## config.mk

```make
export PLATFORM = sky130hd
export DESIGN_NAME = fifo_rd_ctrl
export DESIGN_NICKNAME = d
export VERILOG_FILES = /design/src/rtl/fifo_rd_ctrl.sv
export SDC_FILE = /design/constraint.sdc
export NUM_CORES = 1
export LEC_CHECK = 0
export ABC_AREA = 1
export CAP_MARGIN = 20
export CORE_UTILIZATION = 44
export CTS_CLUSTER_DIAMETER = 80
export CTS_CLUSTER_SIZE = 28
export DETAILED_ROUTE_END_ITERATION = 16
export HOLD_SLACK_MARGIN = 0.08
export PLACE_DENSITY = 0.77
export SYNTH_ARGS = -nofsm -noshare
export SYNTH_HDL_FRONTEND = slang
export SYNTH_SLANG_ARGS = --single-unit
```

## constraint.sdc

```tcl
create_clock -name CLK -period 2.6 [get_ports CLK]
set_input_delay 0.26 -clock CLK [delete_from_list [all_inputs] [get_ports CLK]]
set_output_delay 0.26 -clock CLK [all_outputs]
set_load 0.005 [all_outputs]
```

## src/rtl/fifo_rd_ctrl.sv

```systemverilog
// Read-side controller of an asynchronous FIFO: empty/occupancy tracking, memory read
// addressing, Gray read pointer export, and a first-word-fall-through output register.
module fifo_rd_ctrl #(
  parameter int ADDR_WD = 3,
  parameter int DATA_WD = 8
) (
  input  logic               CLK,
  input  logic               RST,
  input  logic [ADDR_WD:0]   RD_SYNC_WPTR,
  input  logic [DATA_WD-1:0] RD_DATA_MEM,
  input  logic               DOUT_READY,
  output logic [ADDR_WD-1:0] RD_ADDR,
  output logic [ADDR_WD:0]   RD_GRAY_PTR,
  output logic               RD_EMPTY,
  output logic [ADDR_WD:0]   RD_LEVEL,
  output logic [DATA_WD-1:0] DOUT,
  output logic               DOUT_VALID
);

  function automatic logic [ADDR_WD:0] bin2gray(input logic [ADDR_WD:0] b);
    return b ^ (b >> 1);
  endfunction

  function automatic logic [ADDR_WD:0] gray2bin(input logic [ADDR_WD:0] g);
    logic [ADDR_WD:0] b;
    b[ADDR_WD] = g[ADDR_WD];
    for (int i = ADDR_WD - 1; i >= 0; i--) begin
      b[i] = b[i+1] ^ g[i];
    end
    return b;
  endfunction

  logic [ADDR_WD:0] rbin;
  logic [ADDR_WD:0] rnext;
  logic [ADDR_WD:0] wbin;
  logic             pop;

  // Never pop while empty; refill DOUT when it is free or being consumed this cycle.
  assign pop   = !RD_EMPTY && (!DOUT_VALID || DOUT_READY);
  assign rnext = rbin + {{ADDR_WD{1'b0}}, pop};
  assign wbin  = gray2bin(RD_SYNC_WPTR);

  assign RD_ADDR = rbin[ADDR_WD-1:0];

  always_ff @(posedge CLK or negedge RST) begin
    if (!RST) begin
      rbin        <= '0;
      RD_GRAY_PTR <= '0;
      RD_EMPTY    <= 1'b1;
      RD_LEVEL    <= '0;
      DOUT        <= '0;
      DOUT_VALID  <= 1'b0;
    end else begin
      rbin        <= rnext;
      RD_GRAY_PTR <= bin2gray(rnext);
      RD_EMPTY    <= (bin2gray(rnext) == RD_SYNC_WPTR);
      RD_LEVEL    <= wbin - rnext;
      if (pop) begin
        DOUT       <= RD_DATA_MEM;
        DOUT_VALID <= 1'b1;
      end else if (DOUT_READY) begin
        DOUT_VALID <= 1'b0;
      end
    end
  end

endmodule

```

# After elaboration in Yosys (flattened, before gate mapping)
# Index checks and enable logic that the tools add are counted.
[word_totals]
ff_bits = 22
latch_bits = 0
mem_bits_rw = 0
rom_bits = 0
in_bits = 15
mem_count = 0
[classes]
addsub = 2
mul = 0
n_div = 0
n_lt_le_gt_ge = 0
n_eq_ne = 1
n_shift = 0
mux = 2
n_bitwise = 4
n_reduce_logical = 5
[op_table]
columns = ["op", "count"]
rows = [
  ["4-bit by 1-bit adder with 4-bit output", 1],
  ["4-bit equality test", 1],
  ["4-bit subtractor", 1],
  ["4-bit by 3-bit bitwise XOR with 4-bit output", 1],
  ["1-bit bitwise XOR", 3],
  ["1-bit zero test", 2],
  ["1-bit 2-to-1 mux", 2],
  ["2-bit nonzero test", 1],
  ["1-bit logical AND", 1],
  ["1-bit logical OR", 1],
]

# Depth between registers and ports, before layout
# Gate-level depths: netlist (run 1).
[depth]
ltp_word = 6
ltp_mapped = 14
ltp_nobuf = 14

# Worst setup path after synthesis (run 1)
# OpenSTA, ideal clock, no wires.
[synth_timing]
path_type = "register to register"
startpoint = "register DOUT_VALID"
endpoint = "register RD_LEVEL[2]"
setup_ps = 122
arrival_time_ps = 1828
required_time_ps = 2478
slack_ps = 649
stages_incl_launch_ff = 12
n_path_buf = 0
period_less_slack_ps = 1951
cell_sequence = "dfrtp_1 -> a21oi_2 -> ha_1 -> ha_1 -> inv_1 -> nand3_1 -> nand2_1 -> inv_1 -> ha_1 -> inv_1 -> nand2_1 -> xnor2_1"
[synth_between]
elab_chain_cells = 5
[synth_lines]
columns = ["item", "line_no", "text"]
rows = [
  ["start, declared", "17", "output logic DOUT_VALID"],
  ["start signal, assigned", "52", "DOUT_VALID <= 1'b0;"],
  ["start signal, assigned", "60", "DOUT_VALID <= 1'b1;"],
  ["start signal, assigned", "62", "DOUT_VALID <= 1'b0;"],
  ["1-bit zero test", "39", "assign pop = !RD_EMPTY && (!DOUT_VALID || DOUT_READY);"],
  ["1-bit logical OR", "39", ""],
  ["1-bit logical AND", "39", ""],
  ["named net pop", "36", "logic pop;"],
  ["4-bit by 1-bit adder with 4-bit output", "40", "assign rnext = rbin + {{ADDR_WD{1'b0}}, pop};"],
  ["4-bit subtractor", "57", "RD_LEVEL <= wbin - rnext;"],
  ["end signal, assigned", "57", ""],
  ["end, declared", "15", "output logic [ADDR_WD:0] RD_LEVEL,"],
]
# The timed path passes the listed nets, and every way through them passes these cells.
# A chain may end at the register's enable or synchronous reset.

# Worst setup path after layout (run 1)
[layout_timing]
startpoint = "register RD_EMPTY"
endpoint = "register RD_LEVEL[2]"
[layout_between]
elab_chain_cells = 4
[layout_lines]
columns = ["item", "line_no", "text"]
rows = [
  ["start, declared", "14", "output logic RD_EMPTY,"],
  ["start signal, assigned", "56", "RD_EMPTY <= (bin2gray(rnext) == RD_SYNC_WPTR);"],
  ["1-bit zero test", "39", ""],
  ["1-bit logical AND", "39", ""],
  ["named net pop", "36", ""],
  ["4-bit by 1-bit adder with 4-bit output", "40", ""],
  ["4-bit subtractor", "57", ""],
]
# The timed path passes the listed nets, and every way through them passes these cells.

==> results.txt, run 1 <==
final setup fails - 0
DP Wirelength - 1.69 mm
Post-Synth XOR/XNOR Area - 5.88%
crit-path max FO - 4
Total Routing Usage GR - 18.4%
PwrDens - 1100 nW/µm²
period utilization - 76.0%
mux cell area share after synthesis - 0%
clk_skew - 0.000676 ns
main combinational cell family by area after synthesis - simple AND/OR/NAND/NOR gates
Post-CTS Repair Setup Buffers - 0
largest cells by area after synthesis - dfrtp_1 48%, nand2_1 17%, inv_1 6.5%
Die ar. - 2570 µm²
# clock sinks - 21
layout cells sized above 1 - 11.5%
Cells after Synth - 124
Crit. End Element - flop
leakage - 0.000765 µW
ANT nets after route - 0
syn avg cell area - 8.41 µm²
Startpoint Class - flop
Die Wd - 50.7 µm
area leader, netlist - dfrtp_1
largest net degree at the start of global routing - 22
antenna violations before repair - 0
maximum VDD drop - 0.643 mV
outcome - completed
first-pass GRT wire length - 3.48 mm
TritonRoute pass-1 iters - 4
IO Pins - 36
GP Congestion - 0.863
Setup CP Type - flop to flop
Compound-Gate Fraction of Synth Area - 0.840%
Syn Nets - 144
final WL - 2.10 mm
DR vias/cell - 4.70
CTS tree - yes
core box area - 2210 µm²
CTS buffer count - 3
# nets final - 186
synth warn - 0
diode count - 0
grt ovf - 0
Initial DRC Count - 13
H-tree levels - 1
sequential share of the synthesized area - 50.5%
CTS root buf - clkbuf_4
vias in the first global route - 843
# DRC - 0
routed via count - 908
Fin. Hold Viols - 0
routed len/inst - 10.9 µm
Die Ht - 50.7 µm
port buffer count - 35
maxcap violations - 0
# hold bufs at CTS - 0
setup TNS - 0 ns
synth unique cells - 14
Reg clk slew, reported paths - 0.11 ns
Max Root-Sink Buffers - 2
Max Slew Vio Count - 0
Layout area overhead - 41.1%
Slew @ Worst Pin - 0.263 ns
CP required - 2.80 ns
PostCTS Resize Cnt - 0
CP Data Arrival Time - 2.18 ns
RSZ-0062 raised after global routing - false
Final Core Density - 66.5%
row cnt - 17
simple-gate area share of the yosys netlist - 30.3%
mapped cell area - 1040 µm²
Worst Hold Class - input port to asynchronous set/reset pin
initial core utilization - 47.1%
share of the synthesized area in the top cell type - 48.0%
fin crit period - 1.98 ns
clk_lat worst skew - 0.30 ns
FF+latch count, synth - 21
adder-cell share of the synthesized area - 6.00%
relative slew slack - 82.5%
fmax - 0.506 GHz
[cells in the final DEF, fill, tap and decap left out, drive strengths merged]
cell type	netlist	routed
ha	5	5
dfstp	1	1
xnor2	2	2
a21oi	1	1
clkbuf	0	3
clkdlybuf4s50	0	35
buf	0	2
nand2	57	57
dfrtp	20	20
inv	18	18
xor2	5	5
nand3	10	10
clkinv	0	1
nor2	4	4
nand4	1	1
[cells in the mapped netlist]
cell type and number:
xnor2_1 2, nand3_1 9, inv_1 18, nor2_2 1, dfstp_2 1, nand2_2 9, ha_1 5, nand3_2 1
nand2_1 48, a21oi_2 1, dfrtp_1 20, nand4_1 1, xor2_1 5, nor2_1 3
[stage by stage]
step                      area [µm²]  hold slack (ns)  std cells  power [µW]  setup slack, ns
final                           1470            0.279        193        1620            0.624
after global routing            1470            0.312        193        1760            0.523
after CTS                       1470            0.273        193        1630            0.634
after detailed placement        1440            0.457        189        1470            0.375
after global placement          1440            0.449        189        1440            0.469
after floorplan                 1040          -0.0356        124        1050            0.649
[where the power goes]
group | switching, µW | internal [µW] | total, µW
Combinational | 440 | 469 | 909
Sequential | 78.0 | 473 | 551
Clock | 98.3 | 57.5 | 156
[worst paths after layout]
path / startpoint / end / slack [ns] / cells past startpoint
max reg2reg: RD_EMPTY / RD_LEVEL[2] / 0.62 / 11
min in group CLK: RD_EMPTY / DOUT_VALID / 0.48 / 1
min: RST / DOUT[4] / 0.28 / 2
max in group asynchronous: RST / RD_EMPTY / 2.05 / 2
min reg2reg: RD_EMPTY / DOUT_VALID / 0.48 / 1
max: RD_EMPTY / RD_LEVEL[2] / 0.62 / 11
[worst max-delay path, stage by stage (launching register included)]
cell and delay (ns):
dfstp_2 0.57, a21oi_2 0.05, ha_1 0.18, ha_1 0.32
inv_1 0.09, nand3_1 0.11, nand2_1 0.09, inv_1 0.05
ha_1 0.18, inv_1 0.05, nand2_1 0.06, xnor2_1 0.12
[cells by family after synthesis]
family                   count (synthesis)
buffers and inverters                   18
AO/OA/AOI/OAI                            1
XOR/XNOR                                 7
AND/OR/NAND/NOR                         72
adder cells (fa/ha/maj)                  5
flip-flops                              21
[layout make-up]
cell class | count | area, µm²
Clock buffer | 3 | 22.5
Clock inverter | 1 | 5.00
Fill cell | 187 | 742
Inverter | 18 | 67.6
Multi-Input combinational cell | 85 | 448
Sequential cell | 21 | 527
Tap cell | 28 | 35.0
Timing Repair Buffer | 37 | 365
[per-layer routing]
layer	up-vias	GRT usage (%)	wire length, µm
met5	-	0	0
met4	0	6.94	30
met3	3	3.94	124
met2	31	32.4	1080
met1	418	21.6	870
li1	456	-	-
[flip-flops by register name, indices dropped and copies added (netlist names)]
register     cells
rbin             3
RD_EMPTY         1
RD_LEVEL         4
DOUT_VALID       1
RD_GRAY_PTR      4
DOUT             8
Note: power is estimated with default switching activity, not from simulation.
==> run 2, diff against run 1 <==
- CORE_UTILIZATION: 44 -> 40
- PLACE_DENSITY: 0.77 -> 0.74
- clock period: 2.6 -> 1.6 ns (I/O delays scaled with it)
==> results.txt, run 2 (synthesis results as in run 1) <==
outcome - finished with violations
failing checks - setup timing
final WL - 2.27 mm
DP Area - 1590 µm²
Setup CP Type - flop to flop
Die Wd - 53.0 µm
maxcap violations - 0
TritonRoute pass-1 iters - 3
first-pass GRT wire length - 3.66 mm
maximum VDD drop - 1.27 mV
routed via count - 940
clk_skew - 0.00412 ns
Max Slew Vio Count - 0
GP Congestion - 0.831
CP Data Arrival Time - 2.01 ns
Startpoint Class - flop
setup TNS - -0.581 ns
total power - 3090 µW
H-tree levels - 1
final setup margin - -0.175 ns
Initial DRC Count - 8
Sequential Power Share - 29.7%
DP Worst Slack - -0.420 ns
Largest Register - DOUT
vias in the first global route - 866
most common cell after layout, fill and taps aside - nand2_1
RSZ-0062 raised after global routing - true
Psw - 1140 µW
Largest register FFs - 8
diode count - 0
Comb pwr share - 62.3%
core box area - 2480 µm²
crit-path max FO - 4
CTS buffer count - 3
CP required - 1.84 ns
# clock sinks - 21
Layout area overhead - 61.8%
worst reg2reg path depth - 10
Slew @ Worst Pin - 0.287 ns
Worst Hold Class - input port to asynchronous set/reset pin
largest net degree at the start of global routing - 22
Total Routing Usage GR - 18.6%
leakage - 0.000872 µW
Die Ht - 53.0 µm
Die ar. - 2810 µm²
Crit. End Element - flop
antenna violations before repair - 0
layout cells sized above 1 - 29.0%
routed len/inst - 10.7 µm
Switching Fraction - 37.0%
CTS tree - yes
PwrDens - 1830 nW/µm²
# nets final - 204
grt ovf - 0
# hold bufs at CTS - 0
CTS root buf - clkbuf_4
row cnt - 18
relative slew slack - 80.9%
ANT nets after route - 0
most frequent cells in the layout - 43 x nand2_1, 33 x clkdlybuf4s50_1, 20 x dfrtp_1, 20 x buf_4, 14 x inv_1
period utilization - 111%
Fin. Hold Viols - 0
clock share of power - 8.0%
Reg clk slew, reported paths - 0.11 ns
IO Pins - 36
clk_lat worst skew - 0.30 ns
# DRC - 0
fmax - 0.563 GHz
largest registers - DOUT: 8 flops, RD_GRAY_PTR: 4 flops, RD_LEVEL: 4 flops
DP Wirelength - 1.84 mm
port buffer count - 35
final setup fails - 5
post-route cell area - 1690 µm²
fin crit period - 1.77 ns
r2r setup slk - -0.17 ns
Max Root-Sink Buffers - 2
initial core utilization - 42.1%
internal power - 1950 µW
Min Hold Slack - 0.181 ns
DR vias/cell - 4.41
==> run 2: worst paths after layout <==
path,from,to
max reg2reg,RD_EMPTY,RD_EMPTY
min,RST,DOUT[4]
max,RD_EMPTY,RD_EMPTY
max in group asynchronous,RST,RD_EMPTY
min in group CLK,RD_SYNC_WPTR[3],RD_EMPTY
min reg2reg,DOUT[6],DOUT[6]
==> run 2: power by group through the flow <==
stage,registers [µW],clock network [µW],logic [µW]
2_1_floorplan,937,0,838
3_3_place_gp,914,0,1690
3_5_place_dp,918,0,1730
4_1_cts,914,260,1860
5_1_grt,945,281,2170
6_report,917,247,1930
==> run 2: final cells by class <==
type	count	area (µm²)
clock buffer	3	22.5
clock inverter	1	5.00
fill	209	791
inverter	18	70.1
multi-input combinational	85	523
sequential	21	527
tap	30	37.5
timing repair buffer	55	502
==> run 2: critical path, stage by stage, from the launching register on <==
cell and delay (ns):
dfstp_2 0.57, a21oi_4 0.04, ha_2 0.19, ha_4 0.17
nand2_1 0.11, nand2_4 0.08, buf_4 0.13, nand3_1 0.08
nand2_2 0.07, xor2_1 0.14, nor2_2 0.12
==> run 2: metal layers <==
metal	wire, µm	GRT usage, %	vias up
met4	44	7.02	0
met5	0	0	-
met3	132	3.74	4
met1	941	21.5	416
li1	-	-	491
met2	1150	33.3	29
==> run 2: timing repair <==
| item | in CTS | in global routing |
|---|---|---|
| pin swaps | 12 | 8 |
| resized for setup | 10 | 5 |
| endpoints found under the hold margin | 0 | 0 |
| setup buffers | 1 | 2 |
| setup endpoints to repair | 5 | 5 |
==> run 2: through the flow <==
step | instances | util, %
6_report | 213 | 68.1
5_1_grt | 213 | 68.1
4_1_cts | 211 | 66.8
3_5_place_dp | 206 | 64.1
3_3_place_gp | 206 | 64.1
2_1_floorplan | 124 | -
==> run 3, diff against run 2 <==
- SKIP_LAST_GASP: not set -> 1
==> results of run 3 <==
No change in the layout: final DEF, timing and power equal those of run 2.
